### config.mk
export PLATFORM = sky130hd
export DESIGN_NAME = gray_ptr_sync_status_tx
export DESIGN_NICKNAME = d
export VERILOG_FILES = /design/src/rtl/gray_fifo_pkg.sv /design/src/rtl/sync_chain.sv /design/src/rtl/gray_ptr_sync_status_tx.sv
export SDC_FILE = /design/constraint.sdc
export NUM_CORES = 1
export LEC_CHECK = 0
export BUFFER_PORTS_ARGS = -buffer_cell sky130_fd_sc_hd__buf_4
export CAP_MARGIN = 20
export CORE_ASPECT_RATIO = 0.6
export CORE_MARGIN = 2
export CORE_UTILIZATION = 57
export DETAILED_ROUTE_END_ITERATION = 12
export HOLD_SLACK_MARGIN = 0.12
export PLACE_DENSITY = 0.83
export SYNTH_ARGS = -nofsm -noshare
export SYNTH_HDL_FRONTEND = slang
export SYNTH_SLANG_ARGS = --single-unit
### constraint.sdc
create_clock -name i_wr_clk -period 7.2 [get_ports i_wr_clk]
set_input_delay 1.44 -clock i_wr_clk [delete_from_list [all_inputs] [get_ports i_wr_clk]]
set_output_delay 1.44 -clock i_wr_clk [all_outputs]
set_load 0.005 [all_outputs]
### src/rtl/gray_fifo_pkg.sv
// rtl/gray_fifo_pkg.sv - Gray/binary helpers and depth derivation shared by the FIFO pointer blocks
package gray_fifo_pkg;

    localparam int HELPER_W = 32;

    function automatic int depth_of(input int ptr_w);
        return 1 << ptr_w;
    endfunction

    function automatic logic [HELPER_W-1:0] bin2gray(input logic [HELPER_W-1:0] b);
        return b ^ (b >> 1);
    endfunction

    function automatic logic [HELPER_W-1:0] gray2bin(input logic [HELPER_W-1:0] g);
        logic [HELPER_W-1:0] b;
        b[HELPER_W-1] = g[HELPER_W-1];
        for (int i = HELPER_W - 2; i >= 0; i--) begin
            b[i] = b[i+1] ^ g[i];
        end
        return b;
    endfunction

    function automatic logic [5:0] popcount(input logic [HELPER_W-1:0] v);
        logic [5:0] cnt;
        cnt = '0;
        for (int i = 0; i < HELPER_W; i++) begin
            cnt = cnt + 6'(v[i]);
        end
        return cnt;
    endfunction

endpackage

### src/rtl/sync_chain.sv
// rtl/sync_chain.sv - multi-flop synchroniser, every stage synchronously reset to 0
module sync_chain #(
    parameter int W      = 1,
    parameter int STAGES = 2
) (
    input  logic         i_clk,
    input  logic         i_rst,
    input  logic [W-1:0] i_d,
    output logic [W-1:0] o_q
);

    (* ASYNC_REG = "TRUE" *) logic [W-1:0] stage_q [STAGES];

    always_ff @(posedge i_clk) begin
        if (i_rst) begin
            for (int i = 0; i < STAGES; i++) begin
                stage_q[i] <= '0;
            end
        end else begin
            stage_q[0] <= i_d;
            for (int i = 1; i < STAGES; i++) begin
                stage_q[i] <= stage_q[i-1];
            end
        end
    end

    assign o_q = stage_q[STAGES-1];

endmodule

### src/rtl/gray_ptr_sync_status_tx.sv
// rtl/gray_ptr_sync_status_tx.sv - TX FIFO write-side read-pointer sync, occupancy status and error flags
module gray_ptr_sync_status_tx
    import gray_fifo_pkg::*;
#(
    parameter int PTR_W        = 12,
    parameter int SYNC_STAGES  = 2,
    parameter int AFULL_THRESH = 4080
) (
    input  logic           i_wr_clk,
    input  logic           i_wr_rst,
    input  logic [PTR_W:0] i_rd_ptr_gray,
    input  logic [PTR_W:0] i_wr_ptr_bin,
    input  logic           i_err_clr,
    output logic [PTR_W:0] o_rd_ptr_gray,
    output logic [PTR_W:0] o_rd_ptr_bin,
    output logic [PTR_W:0] o_used,
    output logic [PTR_W:0] o_free,
    output logic           o_full,
    output logic           o_afull,
    output logic           o_gray_err,
    output logic           o_ovf_err
);

    localparam int             PW    = PTR_W + 1;
    localparam logic [PTR_W:0] DEPTH = PW'(depth_of(PTR_W));
    localparam logic [PTR_W:0] AFULL = PW'(AFULL_THRESH);

    logic [PTR_W:0] sync_gray;
    logic [PTR_W:0] rd_bin_q, rd_bin_d;
    logic [PTR_W:0] prev_gray_q;
    logic           cmp_valid_q;
    logic [PTR_W:0] used_q, used_d, free_q, free_d;
    logic           full_q, full_d, afull_q, afull_d;
    logic           gray_err_q, gray_err_d, ovf_err_q, ovf_err_d;
    logic [PTR_W:0] diff;
    logic           ovf_now, gray_bad;

    sync_chain #(
        .W      (PW),
        .STAGES (SYNC_STAGES)
    ) u_rd_sync (
        .i_clk (i_wr_clk),
        .i_rst (i_wr_rst),
        .i_d   (i_rd_ptr_gray),
        .o_q   (sync_gray)
    );

    always_comb begin
        rd_bin_d = PW'(gray2bin(HELPER_W'(sync_gray)));
        // Modulo subtraction at pointer width absorbs the wrap bit naturally.
        diff     = i_wr_ptr_bin - rd_bin_q;
        ovf_now  = diff > DEPTH;
        used_d   = ovf_now ? DEPTH : diff;
        free_d   = DEPTH - used_d;
        full_d   = (used_d == DEPTH);
        afull_d  = (used_d >= AFULL);
        gray_bad = cmp_valid_q && (popcount(HELPER_W'(sync_gray ^ prev_gray_q)) > 6'd1);
        // A fresh error beats a simultaneous clear.
        gray_err_d = gray_bad | (gray_err_q & ~i_err_clr);
        ovf_err_d  = ovf_now  | (ovf_err_q  & ~i_err_clr);
    end

    always_ff @(posedge i_wr_clk) begin
        if (i_wr_rst) begin
            rd_bin_q    <= '0;
            prev_gray_q <= '0;
            cmp_valid_q <= 1'b0;
            used_q      <= '0;
            free_q      <= DEPTH;
            full_q      <= 1'b0;
            afull_q     <= 1'b0;
            gray_err_q  <= 1'b0;
            ovf_err_q   <= 1'b0;
        end else begin
            rd_bin_q    <= rd_bin_d;
            prev_gray_q <= sync_gray;
            cmp_valid_q <= 1'b1;
            used_q      <= used_d;
            free_q      <= free_d;
            full_q      <= full_d;
            afull_q     <= afull_d;
            gray_err_q  <= gray_err_d;
            ovf_err_q   <= ovf_err_d;
        end
    end

    assign o_rd_ptr_gray = sync_gray;
    assign o_rd_ptr_bin  = rd_bin_q;
    assign o_used        = used_q;
    assign o_free        = free_q;
    assign o_full        = full_q;
    assign o_afull       = afull_q;
    assign o_gray_err    = gray_err_q;
    assign o_ovf_err     = ovf_err_q;

endmodule

==> summary.md, run 1 <==
| Metric | Value |
|---|---|
| Status | `finished clean` |
| Util after Layout | `72.6%` |
| Count leader, synth | `dfxtp_1` |
| Final wirelength | `9000 um` |
| IO Pins | `85` |
| Crit path max fanout | `9` |
| First-pass GRT wire length | `14000 um` |
| Worst VDD drop | `0.172 mV` |
| Number of antenna diodes | `0` |
| Die height | `68.5 um` |
| Max cap viols | `0` |
| Final non-filler cell total | `565` |
| Worst hold path type | `reg2reg` |
| Detail Placement HPWL | `6650 um` |
| Clk Latency, worst-skew pair | `0.33 ns` |
| Post-cts gate resize count | `0` |
| Routability cong. | `0.885` |
| Crit path launch type | `primary input` |
| Post-synthesis average cell area | `9.79 um^2` |
| Row cnt | `23` |
| Die area | `7650 um^2` |
| GRT Util Overall | `24.3%` |
| Pre-CTS setup slack | `1.82 ns` |
| EDFF count, synth | `0` |
| Final Critical Period | `5.15 ns` |
| Post-synth top area share | `41.0%` |
| Initial antenna violation count | `0` |
| Crit path DAT | `5.33 ns` |
| DR iter-0 viols | `259` |
| P&R area growth vs syn | `23.1%` |
| Vias per std cell | `5.34` |
| IO buf count | `84` |
| Post-synthesis sequential area ratio | `41.0%` |
| Placed instance count | `549` |
| DR WL/cell | `15.9 um` |
| Final setup margin | `2.05 ns` |
| DR vias | `3016` |
| Clock Tree Root | `clkbuf_16` |
| CTS Buffer Depth | `2` |
| Synth Flop Type | `dfxtp_1` |
| Synth Warn # | `0` |
| Async SR Flop Fraction | `0%` |
| H-tree depth | `3` |
| Core ar. | `6710 um^2` |
| Clock sinks | `81` |
| Nets | `527` |
| Commonest cells in the netlist | `81 x dfxtp_1, 45 x nor2b_1, 27 x inv_1, 24 x nor2_1, 22 x xnor2_1` |
| CTS buffer count | `9` |
| Cell variety after synth | `54` |
| Synthesis-stage register bit count | `81` |
| Critical path class | `in2reg` |
| Crit end category | `register` |
| Period utilisation layout | `71.6%` |
| Slew headroom | `43.4%` |
| Setup TNS | `0 ns` |
| Worst-path clk slew | `0.07 ns` |
| Clk_skew | `0.00670 ns` |
| # DRC | `0` |
| PwrDens | `318 nW/um^2` |
| RSZ-0062 raised after global routing | `false` |
| Die width | `112 um` |
| Post-Syn Instances | `404` |
| Max Clock Freq | `194 MHz` |
| Starting density of the core | `59.0%` |
| Mapped Area | `3960 um^2` |
| CP required | `7.38 ns` |
| Area leader, netlist | `dfxtp_1` |
| Total grt overflow | `0` |
| Worst slew pin tran | `0.828 ns` |
| Fin. Hold Viols | `0` |
| Post-CTS Hold Buffers | `0` |
| Vias in the first global route | `2699` |
| Fill cells | `501` |
| # setup viols final | `0` |
| CTS tree | `done` |
| Total power | `1.55 mW` |
| Leakage | `2.15 nW` |
| Antenna-violating nets left | `0` |
| Share of cells above drive strength 1 | `24.7%` |
| Largest net degree at the start of global routing | `77` |
| Post-CTS Setup Repair Bufs | `0` |
| First-pass DRT Iterations | `5` |
| Post-synth net total | `458` |
| Largest cells by area after synthesis | `dfxtp_1 41%, nor2b_1 7.1%, ha_1 5.1%` |
| Final slew viol count | `0` |
==> worst max-delay path: stages <==
cell       delay [ns]
buf_4            0.10
inv_1            0.05
ha_1             0.16
inv_1            0.05
fa_1             0.45
a21oi_2          0.26
o21bai_4         0.11
a2111oi_0        0.76
o21bai_1         0.21
xor2_1           0.25
o31a_1           0.35
or2_1            0.21
ha_1             0.30
inv_1            0.23
nor2_1           0.08
a41oi_1          0.21
a31oi_1          0.10
==> layer usage <==
| metal | vias to the layer above | track usage, % | wire length (um) |
|---|---|---|---|
| li1 | 1473 | - | - |
| met1 | 1383 | 35.3 | 4320 |
| met2 | 147 | 34.3 | 3690 |
| met3 | 13 | 7.60 | 873 |
| met4 | 0 | 8.33 | 123 |
| met5 | - | 0 | 0 |
==> final timing paths <==
check                                           start                             endpoint  slack [ns]  depth (start not counted)
setup / recovery                      i_wr_ptr_bin[0]                o_free[10]$_SDFF_PP0_        2.05                         17
setup reg to reg  u_rd_sync.stage_q[0][13]$_SDFF_PP0_                o_gray_err$_SDFF_PP0_        2.69                         13
hold / removal     u_rd_sync.stage_q[0][4]$_SDFF_PP0_  u_rd_sync.stage_q[0][17]$_SDFF_PP0_        0.44                          1
hold reg to reg    u_rd_sync.stage_q[0][4]$_SDFF_PP0_  u_rd_sync.stage_q[0][17]$_SDFF_PP0_        0.44                          1
==> kinds of logic (layout without fill, tap and decap cells) <==
kind of cell,after synthesis,in the layout,share of synthesized area (%)
XOR/XNOR,42,42,10.9
buffers and inverters,55,129,6.89
AND/OR/NAND/NOR,135,135,19.8
AO/OA/AOI/OAI,65,65,11.5
adder cells (fa/ha/maj),25,25,9.61
flip-flops,81,81,41.0
multiplexers,1,1,0.253
==> through the flow <==
step | area [um^2] | hold WS [ns]
after floorplan | 3960 | 0.414
after global placement | 4540 | 0.416
after detailed placement | 4540 | 0.420
after CTS | 4870 | 0.436
after global routing | 4870 | 0.456
final | 4870 | 0.437
==> where the power goes <==
part / internal (mW) / leakage, nW / switching, mW / total [mW]
Sequential: 0.503 / 0.668 / 0.0255 / 0.529
Clock: 0.310 / 0.163 / 0.194 / 0.504
Combinational: 0.233 / 1.32 / 0.286 / 0.518
Total: 1.05 / 2.15 / 0.505 / 1.55
==> cells in the final DEF (no fill, tap or decap), types with 3 or more instances in the layout <==
cell / netlist / routed
or2_1: 3 / 3
inv_1: 27 / 27
nor3b_1: 3 / 3
nor3_1: 12 / 12
nand2_1: 14 / 14
o21a_1: 9 / 9
xor2_1: 15 / 15
and3_1: 3 / 3
nor2_1: 24 / 24
dfxtp_1: 81 / 81
o211ai_1: 3 / 3
nor3b_2: 3 / 3
o21bai_1: 3 / 3
a211oi_1: 3 / 3
buf_4: 15 / 86
nor2b_1: 45 / 45
xnor3_1: 3 / 3
nor3_2: 7 / 7
inv_6: 0 / 3
xnor2_1: 22 / 22
o21ai_0: 10 / 10
a21o_1: 6 / 6
ha_1: 16 / 16
a21oi_1: 13 / 13
nor4_1: 3 / 3
clkbuf_16: 0 / 9
or3_1: 5 / 5
fa_1: 9 / 9
nand3_1: 5 / 5
==> flip-flops by register name (all words and copies together), names as in the netlist <==
| name | flops |
|---|---|
| o_afull | 1 |
| o_rd_ptr_bin | 13 |
| cmp_valid_q | 1 |
| prev_gray_q | 12 |
| o_gray_err | 1 |
| o_full | 1 |
| o_used | 13 |
| o_free | 12 |
| u_rd_sync.stage_q | 26 |
| o_ovf_err | 1 |
==> layout make-up <==
type | instances | area [um^2] | area share [%]
Clock buffer | 9 | 225 | 4.62
Clock inverter | 7 | 106 | 2.18
Sequential cell | 81 | 1620 | 33.3
Multi-Input combinational cell | 268 | 2060 | 42.3
Tap cell | 87 | 109 | 2.23
Timing Repair Buffer | 86 | 646 | 13.3
Inverter | 27 | 101 | 2.08
Power figures use the tool's default switching activity.
==> run 2, diff against run 1 <==
Settings changed: ABC_AREA set to 1, CORE_UTILIZATION 57 to 49, PLACE_DENSITY 0.83 to 0.76.
Clock period 7.2 ns to 4.7 ns, I/O delays scaled along.
==> run 2 against run 1 <==
Compared with the run above:
- core utilization shrank 11 points
- clock power increased by 38%
- synthesized cell count grew 22%
- setup slack got worse by 1.7 ns
- area after synthesis is 2.5% lower
- clock skew is essentially flat
- die area is 13% higher
- cell count rose by 20%
- register-to-register slack got worse by 2.3 ns
- critical path type is now reg2reg
- largest cell class unchanged
- highest routed layer unchanged
==> summary.md, run 2 <==
| Metric | Value |
|---|---|
| Commonest cells in the netlist | `92 x nor2_1, 87 x inv_1, 81 x dfxtp_1, 71 x nand2_1, 30 x nand3_1` |
| Vias in the first global route | `3050 (+13%)` |
| Synth Warn # | `0 (unchanged)` |
| EDFF count, synth | `0 (unchanged)` |
| Post-synthesis average cell area | `7.81 um^2 (-20%)` |
| Status | `finished clean` |
| Worst slew pin tran | `0.732 ns (-0.0963 ns)` |
| Slowest CP cell | `fa_1` |
| Crit path DAT | `4.55 ns (-0.78 ns)` |
| Die height | `72.7 um (+6.1%)` |
| Die width | `119 um (+6.3%)` |
| Antenna-violating nets left | `0 (unchanged)` |
| Clk Latency, worst-skew pair | `0.35 ns (+0.02 ns)` |
| Synth Flop Type | `dfxtp_1` |
| Largest cells by area after synthesis | `dfxtp_1 42%, nor2_1 8.9%, inv_1 8.5%` |
| Mapped Area | `3860 um^2 (-2.5%)` |
| First-pass DRT Iterations | `4 (-1)` |
| Worst hold path type | `reg2reg` |
| Sequence of cells on the critical path | `xnor2_1, fa_1, inv_1, fa_1, inv_1, fa_1, fa_1, inv_1, fa_1, fa_1, inv_1, nor2_1, o41ai_1, a21oi_1` |
| Final slew viol count | `0 (unchanged)` |
| IO Pins | `85 (unchanged)` |
| RSZ-0062 raised after global routing | `false` |
| PwrDens | `439 nW/um^2 (+38%)` |
| DR vias | `3202 (+6.2%)` |
| Most used cell, CP | `fa_1` |
| Crit path launch type | `register` |
| First-pass GRT wire length | `13900 um (-0.59%)` |
| Clk_skew | `0.00690 ns (+0.000204 ns)` |
| Final setup margin | `0.340 ns (-1.71 ns)` |
| Worst-path clk slew | `0.06 ns (about the same)` |
| CTS tree | `done` |
| Post-CTS Hold Buffers | `0 (unchanged)` |
| Core ar. | `7760 um^2 (+16%)` |
| Total power | `2.09 mW (+35%)` |
| Post-synthesis sequential area ratio | `42.0% (+1.0 points)` |
| DR iter-0 viols | `173 (-33%)` |
| Period utilisation layout | `92.8%` |
| Vias per std cell | `4.72 (-12%)` |
| Nets | `619 (+17%)` |
| CP required | `4.89 ns (-2.49 ns)` |
| Commonest non-fill, non-tap cell in the layout | `nor2_1` |
| Final wirelength | `8310 um (-7.8%)` |
| Post-synth net total | `548 (+20%)` |
| Row cnt | `25 (+8.7%)` |
| Clock Tree Root | `clkbuf_16` |
| Post-synth top area share | `42.0% (+1.0 points)` |
| Area leader, netlist | `dfxtp_1` |
| Count leader, synth | `nor2_1` |
| Fin. Hold Viols | `0 (unchanged)` |
| Clock sinks | `81 (unchanged)` |
| # DRC | `0 (unchanged)` |
| Share of cells above drive strength 1 | `19.8% (-4.9 points)` |
| Post-CTS Setup Repair Bufs | `0 (unchanged)` |
| Setup TNS | `0 ns (unchanged)` |
| CTS buffer count | `9 (unchanged)` |
| Slew headroom | `50.8% (+7.4 points)` |
| Worst VDD drop | `0.264 mV (+54%)` |
| Register area | `1620 um^2 (unchanged)` |
| Hold Slack | `0.397 ns (-0.0397 ns)` |
| Routability cong. | `0.876 (-0.95%)` |
| Largest stage delay on the critical path | `0.55 ns (-0.21 ns)` |
| H-tree depth | `3 (unchanged)` |
| Largest net degree at the start of global routing | `67 (-13%)` |
| Post-cts gate resize count | `0 (unchanged)` |
| Detail Placement HPWL | `6270 um (-5.6%)` |
| Leakage | `2.43 nW (+13%)` |
| Final non-filler cell total | `678 (+20%)` |
| Crit end category | `register` |
| Number of flip-flops in the largest register | `26 (unchanged)` |
| Initial antenna violation count | `0 (unchanged)` |
| P&R area growth vs syn | `23.4%` |
| Max cap viols | `0 (unchanged)` |
| IO buf count | `84 (unchanged)` |
| CTS Buffer Depth | `2 (unchanged)` |
| Max Clock Freq | `229 MHz` |
| Critical path class | `reg2reg` |
| Placed instance count | `662 (+21%)` |
| Starting density of the core | `49.7% (-9.3 points)` |
| Largest Register | `u_rd_sync.stage_q` |
| Commonest non-fill, non-tap cells in the layout | `92 x nor2_1, 87 x inv_1, 85 x buf_4` |
| Total grt overflow | `0 (unchanged)` |
| Reg2reg setup slack | `0.34 ns (-2.35 ns)` |
| Die area | `8620 um^2 (+13%)` |
| DR WL/cell | `12.2 um (-23%)` |
| Final Critical Period | `4.36 ns` |
| Post-Syn Instances | `494 (+22%)` |
| Crit path max fanout | `5 (-4)` |
| Multi-input gate area | `1740 um^2 (-15%)` |
| Async SR Flop Fraction | `0% (unchanged)` |
| Pre-CTS setup slack | `0.384 ns (-1.44 ns)` |
| Number of antenna diodes | `0 (unchanged)` |
| Synthesis-stage register bit count | `81 (unchanged)` |
| Cell variety after synth | `33 (-39%)` |
| # setup viols final | `0 (unchanged)` |
| GRT Util Overall | `20.7% (-3.6 points)` |
| Fill cells | `699 (+40%)` |
-- run 2: cell types whose count changed after synthesis, sizes merged, moves of 4 or more --
cell / before / now
nand2: 14 / 75
o41ai: 1 / 6
nor3: 19 / 1
o21bai: 4 / 0
o21a: 9 / 1
inv: 27 / 87
nor3b: 6 / 0
xnor2: 23 / 10
clkbuf: 8 / 4
nand3: 5 / 34
nor2b: 45 / 0
or3: 6 / 0
nor2: 24 / 93
o21ai: 10 / 14
-- run 2: critical path: cells and delay by family, from the launching register on --
| family | cells | cell delay [ns] |
|---|---|---|
| XOR/XNOR | 1 | 0.12 |
| AND/OR/NAND/NOR | 1 | 0.05 |
| AO/OA/AOI/OAI | 2 | 0.44 |
| adder cells (fa/ha/maj) | 6 | 2.92 |
| buffers and inverters | 4 | 0.25 |
| flip-flops | 1 | 0.42 |
-- run 2: area by class of cell --
class,count,share of cell area (%)
tap,108,2.84
clock inverter,5,1.16
sequential,81,34.0
multi-input combinational,301,36.6
inverter,87,6.86
timing repair buffer,85,13.4
clock buffer,11,5.10
-- run 2: worst paths after layout --
path	start	cells after the start	to
setup / recovery	u_rd_sync.stage_q[0][14]$_SDFF_PP0_	14	o_gray_err$_SDFF_PP0_
hold / removal	u_rd_sync.stage_q[0][6]$_SDFF_PP0_	2	u_rd_sync.stage_q[0][19]$_SDFF_PP0_
setup reg to reg	u_rd_sync.stage_q[0][14]$_SDFF_PP0_	14	o_gray_err$_SDFF_PP0_
hold reg to reg	u_rd_sync.stage_q[0][6]$_SDFF_PP0_	2	u_rd_sync.stage_q[0][19]$_SDFF_PP0_
-- run 2: kinds of logic (layout without fill, tap and decap cells) --
| kind of cell | after synthesis | after routing | synth area share (%) |
|---|---|---|---|
| and+or+nand+nor | 208 | 208 | 22.7 |
| buffers and inverters | 112 | 188 | 12.8 |
| DFF | 81 | 81 | 42.0 |
| xor gates and xnor gates | 23 | 23 | 5.22 |
| AOI/OAI and AO/OA | 45 | 45 | 7.39 |
| adders and majority gates | 25 | 25 | 9.86 |
-- run 2: routing by layer --
layer / vias to the layer above / routed length, um / GRT usage, %
met5: - / 0 / 0
met4: 0 / 78 / 6.08
met3: 9 / 703 / 7.97
met2: 107 / 3560 / 31.5
met1: 1431 / 3960 / 27.5
li1: 1655 / - / -
-- run 2: stage by stage --
| step | utilization (%) | cell area, um^2 |
|---|---|---|
| 2_1_floorplan | - | 3860 |
| 3_3_place_gp | 57.6 | 4470 |
| 3_5_place_dp | 57.6 | 4470 |
| 4_1_cts | 61.4 | 4760 |
| 5_1_grt | 61.4 | 4760 |
| 6_report | 61.4 | 4760 |
-- run 2: power by group --
part | switching (mW) | internal [mW]
Clock | 0.272 | 0.424
Sequential | 0.0312 | 0.763
Combinational | 0.353 | 0.249
Total | 0.657 | 1.44
==> run 3, diff against run 2 <==
--- a/config.mk
+++ b/config.mk
@@ -10,5 +10,4 @@
 export CAP_MARGIN = 20
 export CORE_ASPECT_RATIO = 0.6
-export CORE_MARGIN = 2
 export CORE_UTILIZATION = 49
 export DETAILED_ROUTE_END_ITERATION = 12
==> constraint.sdc (replaced) <==
create_clock -name i_wr_clk -period 4.7 [get_ports i_wr_clk]
set_input_delay 0.235 -clock i_wr_clk [delete_from_list [all_inputs] [get_ports i_wr_clk]]
set_output_delay 0.235 -clock i_wr_clk [all_outputs]
set_load 0.005 [all_outputs]
==> run 3 against run 2 <==
Compared with the run above:
- critical path depth unchanged
- combinational power is 2% higher
- sequential cell count stayed put
- sequential share of layout area is 0.96 points lower
- final area is 2.9% higher
- clock skew hardly changed
- global-route usage rose by 2.2 points
- cell count is 1.2% higher
- largest cell class unchanged
- largest power group unchanged
- highest routed layer unchanged
==> summary.md, run 3 (synthesis gave the netlist of run 2 again) <==
| Metric | Value |
|---|---|
| Worst-path clk slew | `0.06 ns (about the same)` |
| DR WL/cell | `12.5 um (+2.2%)` |
| IO buf count | `84 (unchanged)` |
| Starting density of the core | `51.8% (+2.1 points)` |
| Die width | `117 um (-1.7%)` |
| Detail Placement HPWL | `6310 um (+0.52%)` |
| Worst slew pin tran | `0.709 ns (-0.0224 ns)` |
| Antenna-violating nets left | `0 (unchanged)` |
| Vias in the first global route | `3117 (+2.2%)` |
| CP bufs+invs | `4 (unchanged)` |
| Placed instance count | `658 (-0.60%)` |
| Leakage | `2.50 nW (+2.7%)` |
| Max Clock Freq | `229 MHz (-0.16%)` |
| DR iter-0 viols | `224 (+29%)` |
| Critical path class | `reg2reg` |
| Nets | `632 (+2.1%)` |
| Gate power share | `28.5% (-0.3 points)` |
| Clock sinks | `81 (unchanged)` |
| Met1 Use GR | `31.2% (+3.7 points)` |
| Crit path max fanout | `5 (unchanged)` |
| Largest Register | `u_rd_sync.stage_q` |
| Fill cells | `629 (-10%)` |
| Reg2reg setup slack | `0.33 ns (about the same)` |
| Fin. Hold Viols | `0 (unchanged)` |
| Final slew viol count | `0 (unchanged)` |
| Clk_skew | `0.00649 ns (-0.000408 ns)` |
| Slew headroom | `52.3% (+1.5 points)` |
| P&R area growth vs syn | `27.0%` |
| Net switching power | `0.648 mW (-1.3%)` |
| Hold Slack | `0.174 ns (-0.223 ns)` |
| RSZ-0062 raised after global routing | `false` |
| Largest net degree at the start of global routing | `67 (unchanged)` |
| Number of antenna diodes | `0 (unchanged)` |
| Int Power | `1.50 mW (+4.1%)` |
| Final wirelength | `8590 um (+3.4%)` |
| Clk Latency, worst-skew pair | `0.34 ns (about the same)` |
| Gr busiest metal | `met2` |
| Clock Tree Root | `clkbuf_16` |
| Worst hold path type | `in2reg` |
| Sequence of cells on the critical path | `xnor2_1, fa_1, inv_1, fa_1, inv_1, fa_1, fa_1, inv_1, fa_1, fa_1, inv_1, nor2_1, o41ai_1, a21oi_1` |
| Hold Path End | `o_ovf_err$_SDFF_PP0_` |
| Util after Layout | `65.8% (+4.4 points)` |
| Largest stage delay on the critical path | `0.56 ns (about the same)` |
| Setup TNS | `0 ns (unchanged)` |
| Number of flip-flops in the largest register | `26 (unchanged)` |
| Core ar. | `7450 um^2 (-4.0%)` |
| Commonest non-fill, non-tap cells in the layout | `92 x nor2_1, 87 x inv_1, 85 x buf_4` |
| Status | `finished clean` |
| Max cap viols | `0 (unchanged)` |
| Total grt overflow | `0 (unchanged)` |
| R2r endpoint | `o_gray_err$_SDFF_PP0_` |
| Hold Path Stages | `4 (+2)` |
| Commonest non-fill, non-tap cell in the layout | `nor2_1` |
| Die area | `8250 um^2 (-4.4%)` |
| # DRC | `0 (unchanged)` |
| Post-cts gate resize count | `0 (unchanged)` |
| CTS tree | `done` |
| Die height | `70.7 um (-2.7%)` |
| Worst VDD drop | `0.276 mV (+4.6%)` |
| Top delay family on crit path | `adder cells` |
| Share of cells above drive strength 1 | `19.1% (-0.75 points)` |
| Post-CTS Setup Repair Bufs | `0 (unchanged)` |
| # setup viols final | `0 (unchanged)` |
| Crit path DAT | `4.57 ns (+0.02 ns)` |
| Routability cong. | `0.843 (-3.8%)` |
| FF-to-FF Start | `u_rd_sync.stage_q[0][14]$_SDFF_PP0_` |
| First-pass DRT Iterations | `4 (unchanged)` |
| R2R depth | `14 (unchanged)` |
| Sw frac | `30.2% (-1.1 points)` |
| Crit path launch type | `register` |
| Met3 Use GR | `6.51% (-1.5 points)` |
| First-pass GRT wire length | `14400 um (+3.7%)` |
| Clock power share | `34.3% (+1.0 points)` |
| Period utilisation layout | `92.9% (+0.15 points)` |
| Seq pwr share | `37.1% (-0.9 points)` |
| CTS Buffer Depth | `2 (unchanged)` |
| Crit end category | `register` |
| Initial antenna violation count | `0 (unchanged)` |
| Final non-filler cell total | `686 (+1.2%)` |
| DR vias | `3257 (+1.7%)` |
| IO Pins | `85 (unchanged)` |
| Final Critical Period | `4.37 ns (+0.00702 ns)` |
| PwrDens | `437 nW/um^2 (-0.46%)` |
| Hold_sp | `i_err_clr` |
| Most used cell, CP | `fa_1` |
| CTS buffer count | `9 (unchanged)` |
| GRT Util Overall | `22.9% (+2.2 points)` |
| Row cnt | `24 (-4.0%)` |
| Total power | `2.14 mW (+2.4%)` |
| Vias per std cell | `4.75 (+0.53%)` |
| Slowest CP cell | `fa_1` |
| CP required | `4.90 ns (about the same)` |
| H-tree depth | `3 (unchanged)` |
| Global Route met2 Usage | `35.4% (+3.9 points)` |
run 3: changes by cell type in the layout (fill, tap and decap cells not counted):
cell	before	now
bufinv_16	1	2
clkbuf_1	1	2
clkinv_2	2	1
clkinvlp_4	2	0
dlygate4sd3_1	0	13
run 3: power by group through the flow:
stage	Clock (mW)	Sequential, mW	Combinational [mW]
finish	0.736	0.796	0.612
detailed placement	0	0.811	0.592
floorplan	0	0.812	0.388
CTS	0.742	0.797	0.608
global route	0.769	0.805	0.689
global placement	0	0.810	0.574
run 3: worst max path at each step:
stage          slack [ns]  cells after the start                                 from                     to
4_1_cts              0.32                     12  u_rd_sync.stage_q[0][14]$_SDFF_PP0_  o_gray_err$_SDFF_PP0_
3_3_place_gp         0.44                     12  u_rd_sync.stage_q[0][14]$_SDFF_PP0_  o_gray_err$_SDFF_PP0_
2_1_floorplan        0.59                     12  u_rd_sync.stage_q[0][13]$_SDFF_PP0_  o_gray_err$_SDFF_PP0_
3_5_place_dp         0.31                     14  u_rd_sync.stage_q[0][14]$_SDFF_PP0_  o_gray_err$_SDFF_PP0_
5_1_grt              0.13                     14  u_rd_sync.stage_q[0][14]$_SDFF_PP0_  o_gray_err$_SDFF_PP0_
6_report             0.33                     14  u_rd_sync.stage_q[0][14]$_SDFF_PP0_  o_gray_err$_SDFF_PP0_
run 3: routing by layer:
| metal | vias up | wire [um] |
|---|---|---|
| met4 | 0 | 95 |
| met1 | 1467 | 4240 |
| met2 | 109 | 3630 |
| met3 | 9 | 620 |
| met5 | - | 0 |
| li1 | 1672 | - |
run 3: per-stage QoR:
step	instance area, um^2	setup WS, ns
after floorplan	3860	0.594
after global placement	4460	0.436
after detailed placement	4460	0.313
after CTS	4900	0.320
after global routing	4900	0.134
final	4900	0.333
run 3: repair_timing:
| item | CTS | global route |
|---|---|---|
| setup endpoints to repair | 0 | 0 |
| hold buffers | 13 | 0 |
| hold endpoints to repair | 13 | 0 |
run 3: tightest hold or removal path: cells and delay by family:
family	cells	cell delay, ns
buffers and inverters	2	0.12
AO/OA/AOI/OAI	1	0.05
AND/OR/NAND/NOR	1	0.05
run 3: final cells by class:
| class | count | area, um^2 | area share (%) |
|---|---|---|---|
| timing repair buffer | 98 | 768 | 15.7 |
| inverter | 87 | 327 | 6.66 |
| tap | 104 | 130 | 2.65 |
| sequential | 81 | 1620 | 33.1 |
| multi-input combinational | 301 | 1740 | 35.6 |
| clock buffer | 12 | 246 | 5.03 |
| clock inverter | 3 | 65.1 | 1.33 |
